$ cat config.mk
export PLATFORM = sky130hd
export DESIGN_NAME = ps2_hex_entry
export DESIGN_NICKNAME = d
export VERILOG_FILES = /design/src/rtl/ps2_hex_entry.sv
export SDC_FILE = /design/constraint.sdc
export NUM_CORES = 1
export LEC_CHECK = 0
export BUFFER_PORTS_ARGS = -buffer_cell sky130_fd_sc_hd__buf_4
export CAP_MARGIN = 40
export CORE_ASPECT_RATIO = 1.4
export CORE_MARGIN = 2
export CORE_UTILIZATION = 57
export CTS_BUF_LIST = sky130_fd_sc_hd__clkbuf_4 sky130_fd_sc_hd__clkbuf_8
export DETAILED_ROUTE_END_ITERATION = 12
export PLACE_DENSITY = 0.74
export REMOVE_ABC_BUFFERS = 1
export SYNTH_ARGS = -nofsm -noshare
export SYNTH_HDL_FRONTEND = slang
export SYNTH_SLANG_ARGS = --single-unit
$ cat constraint.sdc
create_clock -name clk -period 2.09 [get_ports clk]
set_input_delay 0.3135 -clock clk [delete_from_list [all_inputs] [get_ports clk]]
set_output_delay 0.3135 -clock clk [all_outputs]
set_load 0.02 [all_outputs]
$ cat src/rtl/ps2_hex_entry.sv
// PS/2 keyboard receiver that turns scan-code-set-2 make codes into code/hex pulses.
// Define PS2_PARITY_CHECK_EN to reject frames with bad odd parity.
module ps2_hex_entry #(
  parameter int SYNC_STAGES    = 2,
  parameter int TIMEOUT_CYCLES = 50000
) (
  input  logic       clk,
  input  logic       rst,
  input  logic       ps2_clk,
  input  logic       ps2_data,
  output logic       code_valid,
  output logic [7:0] code,
  output logic       hex_valid,
  output logic [3:0] hex_nibble,
  output logic       frame_err,
  output logic       busy
);

  localparam int TW = $clog2(TIMEOUT_CYCLES + 1);

  localparam logic [1:0] IDLE   = 2'd0;
  localparam logic [1:0] DATA   = 2'd1;
  localparam logic [1:0] PARITY = 2'd2;
  localparam logic [1:0] STOP   = 2'd3;

  logic [SYNC_STAGES-1:0] clk_sync_reg;
  logic [SYNC_STAGES-1:0] data_sync_reg;

  // Synchronizers clear to 0 so a low pin right after reset is never seen as a falling edge.
  genvar gi;
  generate
    for (gi = 0; gi < SYNC_STAGES; gi++) begin : g_sync
      if (gi == 0) begin : g_first
        always_ff @(posedge clk) begin
          if (rst) begin
            clk_sync_reg[gi]  <= 1'b0;
            data_sync_reg[gi] <= 1'b0;
          end else begin
            clk_sync_reg[gi]  <= ps2_clk;
            data_sync_reg[gi] <= ps2_data;
          end
        end
      end else begin : g_rest
        always_ff @(posedge clk) begin
          if (rst) begin
            clk_sync_reg[gi]  <= 1'b0;
            data_sync_reg[gi] <= 1'b0;
          end else begin
            clk_sync_reg[gi]  <= clk_sync_reg[gi-1];
            data_sync_reg[gi] <= data_sync_reg[gi-1];
          end
        end
      end
    end
  endgenerate

  logic clk_s;
  logic data_s;
  logic clk_prev_reg;
  logic fall;

  assign clk_s  = clk_sync_reg[SYNC_STAGES-1];
  assign data_s = data_sync_reg[SYNC_STAGES-1];
  assign fall   = clk_prev_reg & ~clk_s;

  logic [1:0]    state_reg, state_next;
  logic [3:0]    bit_cnt_reg, bit_cnt_next;
  logic [7:0]    shift_reg, shift_next;
  logic          parity_reg, parity_next;
  logic          break_pending_reg, break_pending_next;
  logic          ext_pending_reg, ext_pending_next;
  logic [TW-1:0] to_cnt_reg, to_cnt_next;
  logic [7:0]    code_reg, code_next;
  logic [3:0]    hex_nibble_reg, hex_nibble_next;
  logic          code_valid_reg, code_valid_next;
  logic          hex_valid_reg, hex_valid_next;
  logic          frame_err_reg, frame_err_next;

  logic       hex_hit;
  logic [3:0] hex_val;
  logic       parity_ok;

  always_comb begin
    hex_hit = 1'b1;
    hex_val = 4'h0;
    case (shift_reg)
      8'h45: hex_val = 4'h0;
      8'h16: hex_val = 4'h1;
      8'h1E: hex_val = 4'h2;
      8'h26: hex_val = 4'h3;
      8'h25: hex_val = 4'h4;
      8'h2E: hex_val = 4'h5;
      8'h36: hex_val = 4'h6;
      8'h3D: hex_val = 4'h7;
      8'h3E: hex_val = 4'h8;
      8'h46: hex_val = 4'h9;
      8'h1C: hex_val = 4'hA;
      8'h32: hex_val = 4'hB;
      8'h21: hex_val = 4'hC;
      8'h23: hex_val = 4'hD;
      8'h24: hex_val = 4'hE;
      8'h2B: hex_val = 4'hF;
      default: hex_hit = 1'b0;
    endcase
  end

`ifdef PS2_PARITY_CHECK_EN
  assign parity_ok = ^{shift_reg, parity_reg};
`else
  assign parity_ok = 1'b1;
`endif

  always_comb begin
    state_next         = state_reg;
    bit_cnt_next       = bit_cnt_reg;
    shift_next         = shift_reg;
    parity_next        = parity_reg;
    break_pending_next = break_pending_reg;
    ext_pending_next   = ext_pending_reg;
    to_cnt_next        = to_cnt_reg;
    code_next          = code_reg;
    hex_nibble_next    = hex_nibble_reg;
    code_valid_next    = 1'b0;
    hex_valid_next     = 1'b0;
    frame_err_next     = 1'b0;

    if (fall) begin
      to_cnt_next = '0;
      case (state_reg)
        IDLE: begin
          if (!data_s) begin
            state_next   = DATA;
            bit_cnt_next = 4'd1;
          end else begin
            frame_err_next = 1'b1;
          end
        end
        DATA: begin
          shift_next   = {data_s, shift_reg[7:1]};
          bit_cnt_next = bit_cnt_reg + 4'd1;
          if (bit_cnt_reg == 4'd8) state_next = PARITY;
        end
        PARITY: begin
          parity_next  = data_s;
          bit_cnt_next = bit_cnt_reg + 4'd1;
          state_next   = STOP;
        end
        default: begin
          state_next   = IDLE;
          bit_cnt_next = 4'd0;
          if (data_s && parity_ok) begin
            // Prefix bytes arm flags; a byte after a prefix is swallowed (release or extended key).
            if (shift_reg == 8'hF0) begin
              break_pending_next = 1'b1;
            end else if (shift_reg == 8'hE0) begin
              ext_pending_next = 1'b1;
            end else if (break_pending_reg) begin
              break_pending_next = 1'b0;
              ext_pending_next   = 1'b0;
            end else if (ext_pending_reg) begin
              ext_pending_next = 1'b0;
            end else begin
              code_next       = shift_reg;
              code_valid_next = 1'b1;
              if (hex_hit) begin
                hex_nibble_next = hex_val;
                hex_valid_next  = 1'b1;
              end
            end
          end else begin
            frame_err_next = 1'b1;
          end
        end
      endcase
    end else if (bit_cnt_reg != 4'd0) begin
      if (to_cnt_reg == TW'(TIMEOUT_CYCLES - 1)) begin
        state_next     = IDLE;
        bit_cnt_next   = 4'd0;
        to_cnt_next    = '0;
        frame_err_next = 1'b1;
      end else begin
        to_cnt_next = to_cnt_reg + TW'(1);
      end
    end
  end

  always_ff @(posedge clk) begin
    if (rst) begin
      clk_prev_reg      <= 1'b0;
      state_reg         <= IDLE;
      bit_cnt_reg       <= 4'd0;
      shift_reg         <= 8'd0;
      parity_reg        <= 1'b0;
      break_pending_reg <= 1'b0;
      ext_pending_reg   <= 1'b0;
      to_cnt_reg        <= '0;
      code_reg          <= 8'd0;
      hex_nibble_reg    <= 4'd0;
      code_valid_reg    <= 1'b0;
      hex_valid_reg     <= 1'b0;
      frame_err_reg     <= 1'b0;
    end else begin
      clk_prev_reg      <= clk_s;
      state_reg         <= state_next;
      bit_cnt_reg       <= bit_cnt_next;
      shift_reg         <= shift_next;
      parity_reg        <= parity_next;
      break_pending_reg <= break_pending_next;
      ext_pending_reg   <= ext_pending_next;
      to_cnt_reg        <= to_cnt_next;
      code_reg          <= code_next;
      hex_nibble_reg    <= hex_nibble_next;
      code_valid_reg    <= code_valid_next;
      hex_valid_reg     <= hex_valid_next;
      frame_err_reg     <= frame_err_next;
    end
  end

  assign code_valid = code_valid_reg;
  assign code       = code_reg;
  assign hex_valid  = hex_valid_reg;
  assign hex_nibble = hex_nibble_reg;
  assign frame_err  = frame_err_reg;
  assign busy       = (bit_cnt_reg != 4'd0);

endmodule

==> implementation parameters <==
Parameter                              Value

Setup path
  Critical path buffer and inverter count ... 3
  Library cell appearing most often on the critical path ... buf_4
  Path depth of the worst reg2reg path ... 6
  Category of cells accounting for the largest share of critical-path delay ... buffers and inverters
  Cell chain of the critical path ... inv_1 -> ha_1 -> or3b_1 -> buf_4 -> buf_4
  Worst Setup Start Kind ... flop
  Slowest stage delay, CP ... about 0.42 ns
  Crit Reg-Reg Endpoint ... hex_nibble[2]
  Highest-delay cell along the critical path ... or3b_1
  Max FO, Critical Path ... 5
  Worst R2R Start ... shift_reg[2]
  Data arrival time at the worst-slack endpoint ... 1.66 ns
  Required arrival time at the worst endpoint ... around 1.8 ns
  Capturing element type of the critical path ... output port
  Crit Path Class ... reg2out
  Register-to-Register Setup Slack ... 0.18 ns

Finish
  Fraction of layout instances using a drive strength above 1 ... 15.6%
  Layout fillers ... approximately 410
  Flip-flop count of the largest register, all copies and words added ... 16
  Antenna diode instance count ... 0
  Fin area ... roughly 2900 µm²
  Area added between synthesis and finish ... 11.8%
  Number of nets in the finished design ... around 350
  Final core utilization ... between 60% and 70%

Timing
  Minimum clock period after layout ... approximately 2 ns
  Setup repair after global routing missed its margin ... no
  Post-route clock period utilization ... 94.5%
  Slew Limit Fails ... 0
  Worst slew pin tran ... 0.452 ns
  Final TNS setup ... 0 ns
  Highest achievable clock rate ... 506 MHz
  Fin. Hold Viols ... 0
  Largest clock skew in the final design ... 0.00671 ns
  Normalized max-slew margin ... 69.8%
  Total of endpoints with negative setup slack in the final report ... 0
  Worst hold margin ... 0.211 ns

Yosys
  Fraction of post-synthesis cell area in the top cell type by area ... 39.9%
  Average cell area after synthesis ... 8.36 µm²
  Number of warnings issued by yosys ... 0
  Share of flip-flops with an asynchronous set or reset after synthesis ... 0%
  Combined area of all synthesized cells ... 2610 µm²
  Top post-synthesis cells by count ... dfxtp_1 (52), nand2_1 (38), a21oi_1 (29), nor2_1 (29), nand3_1 (23)
  Synthesized flop and latch total ... 52
  Main area contributors after synthesis ... dfxtp_1 (40%), a21oi_1 (5.6%), nand2_1 (5.5%)
  Cell variety after synth ... 49
  Leading area contributor after synthesis ... dfxtp_1
  Leading cell type by number of instances after synthesis ... dfxtp_1
  Count of flip-flops with a built-in enable after synthesis ... 0
  Synthesized instance count ... 312
  Portion of the post-synthesis area used by sequential elements ... 39.9%
  Flip-flop cell with the highest count after synthesis ... dfxtp_1

Clock tree
  Clock transition at the register clock pins on the worst setup and hold paths after CTS ... approximately 0.09 ns
  Number of buffers created by CTS ... 5
  Clock Latency Late Sink ... slightly above 0.3 ns
  Number of setup buffers added after CTS ... 0
  CTS tree ... built
  Number of H-tree levels ... 2
  Root Buffer ... clkbuf_8
  Bufs on Longest Clock Path ... 2
  Hold-fix buffers, CTS ... 0
  CTS sink cnt ... 52

Place
  Last weighted congestion value of the routability-driven placer ... 0.918
  Input/output buffers ... 19
  Post-placement cell area ... 2830 µm²
  Estimated wirelength of the detail-placed design ... 3930 µm

Pwr
  Leakage ... 1.07 nW
  Power per cell area ... 562 nW/µm²
  Peak supply drop ... 0.532 mV

Global route
  Global route total overflow ... 0
  Number of global-route vias before repair ... 2155
  Global-route wire length before repair ... between 9000 and 10000 µm
  Largest net degree at the start of global routing ... 37
  GR Util All Layers ... 23.7%
  Number of antenna violations at the first check in global routing ... 0

Route
  Antenna Violating Nets Remaining ... 0
  Number of violations reported at the end of detailed-routing iteration 0 ... between 100 and 150
  Via count of the routed design ... approximately 2200
  Detailed-route DRC error count ... 0
  Total wirelength of the detailed-routed design ... 5480 µm
  Vias per Instance ... around 5.6
  Router iterations before antenna repair ... 4
  Routed len/inst ... around 14 µm

Floorplanning
  Core Footprint ... 4460 µm²
  Placement Rows ... 29
  Top Ports ... 20
  Starting density of the core ... 58.5%
  Die X ... 61.2 µm
  Y dimension of the die ... around 84 µm
  Die footprint ... between 5000 and 6000 µm²

Hold path
  Hold path start ... ps2_data
  Instance count along the most critical hold path ... 2
  Endpoint of the worst hold path ... data_sync_reg[0]
  Worst Hold Class ... in2reg

Status
  Outcome ... finished, final reports clean

Flow run
  Count of max-cap constraint violations ... 0
==> worst max-delay path by stage <==
| stage | from | endpoint | slack (ns) | cells past startpoint |
|---|---|---|---|---|
| 6_report | bit_cnt_reg[0] | busy | 0.11 | 5 |
| 5_1_grt | shift_reg[2] | code[7] | 0.006 | 7 |
| 4_1_cts | bit_cnt_reg[0] | busy | 0.11 | 5 |
| 3_5_place_dp | bit_cnt_reg[0] | to_cnt_reg[12] | 0.11 | 7 |
| 3_3_place_gp | shift_reg[1] | hex_nibble[0] | 0.1 | 6 |
| 2_1_floorplan | bit_cnt_reg[0] | to_cnt_reg[0] | 0.17 | 7 |
==> cells in the final DEF (no fill, tap or decap), drive strengths merged, types with 2 or more instances in the layout <==
cell type  netlist  routed
and3             5       5
clkbuf           6       6
o31ai            2       2
a211oi           2       2
and4             3       3
nor2b            9       9
o21a             2       2
nor4             4       4
nand2           38      38
nor2            29      29
inv              7       7
nor4bb           3       3
nand3b           3       3
dfxtp           52      52
buf             14      35
nand2b           4       4
mux2i            3       3
nor4b            7       7
xor2            12      12
nor3             4       4
xnor2            5       5
ha               7       7
or3b             2       2
a21o             2       2
and2             4       4
a21oi           29      29
nand3           23      23
o21ai           10      10
nand4            9       9
==> area by class of cell <==
cell class | count | area [µm²] | area share [%]
Multi-Input combinational cell | 233 | 1420 | 48.6
Sequential cell | 52 | 1040 | 35.7
Timing Repair Buffer | 35 | 263 | 9.01
Clock buffer | 6 | 82.6 | 2.83
Inverter | 7 | 26.3 | 0.901
Tap cell | 62 | 77.6 | 2.66
Clock inverter | 1 | 8.76 | 0.300
==> stage by stage <==
| stage | std cells | setup WS (ns) | power, W |
|---|---|---|---|
| 2_1_floorplan | 292 | 0.172 | 0.00104 |
| 3_3_place_gp | 389 | 0.0978 | 0.00107 |
| 3_5_place_dp | 389 | 0.111 | 0.00107 |
| 4_1_cts | 396 | 0.106 | 0.00165 |
| 5_1_grt | 396 | 0.00550 | 0.00168 |
| 6_report | 396 | 0.114 | 0.00164 |
==> kinds of logic after synthesis <==
kind of cell / count (synthesis) / synth area share [%]
xor gates and xnor gates: 17 / 5.71
adders and majority gates: 7 / 3.36
muxes: 3 / 1.15
and+or+nand+nor: 152 / 31.9
DFF: 52 / 39.9
AOI/OAI and AO/OA: 54 / 12.2
buffers and inverters: 27 / 5.76
==> report_power, final <==
| group | internal, W | leakage [nW] | switching, W | total, W |
|---|---|---|---|---|
| logic | 0.0000165 | 0.600 | 0.0000288 | 0.0000454 |
| clock network | 0.000265 | 0.0473 | 0.000331 | 0.000596 |
| registers | 0.000996 | 0.420 | 0.00000343 | 0.000999 |
==> layer usage <==
| layer | track usage [%] | vias up | wire, µm |
|---|---|---|---|
| li1 | - | 1130 | - |
| met1 | 26.3 | 1050 | 2300 |
| met2 | 42.2 | 38 | 2920 |
| met3 | 4.34 | 10 | 152 |
| met4 | 9.29 | 0 | 104 |
| met5 | 0 | - | 0 |
==> repair_timing <==
item                                    4_1_cts  5_1_grt
endpoints found under the setup margin        0       19
gates resized for setup                       0        2
hold endpoints to repair                      0        0
Power figures use the tool's default switching activity.
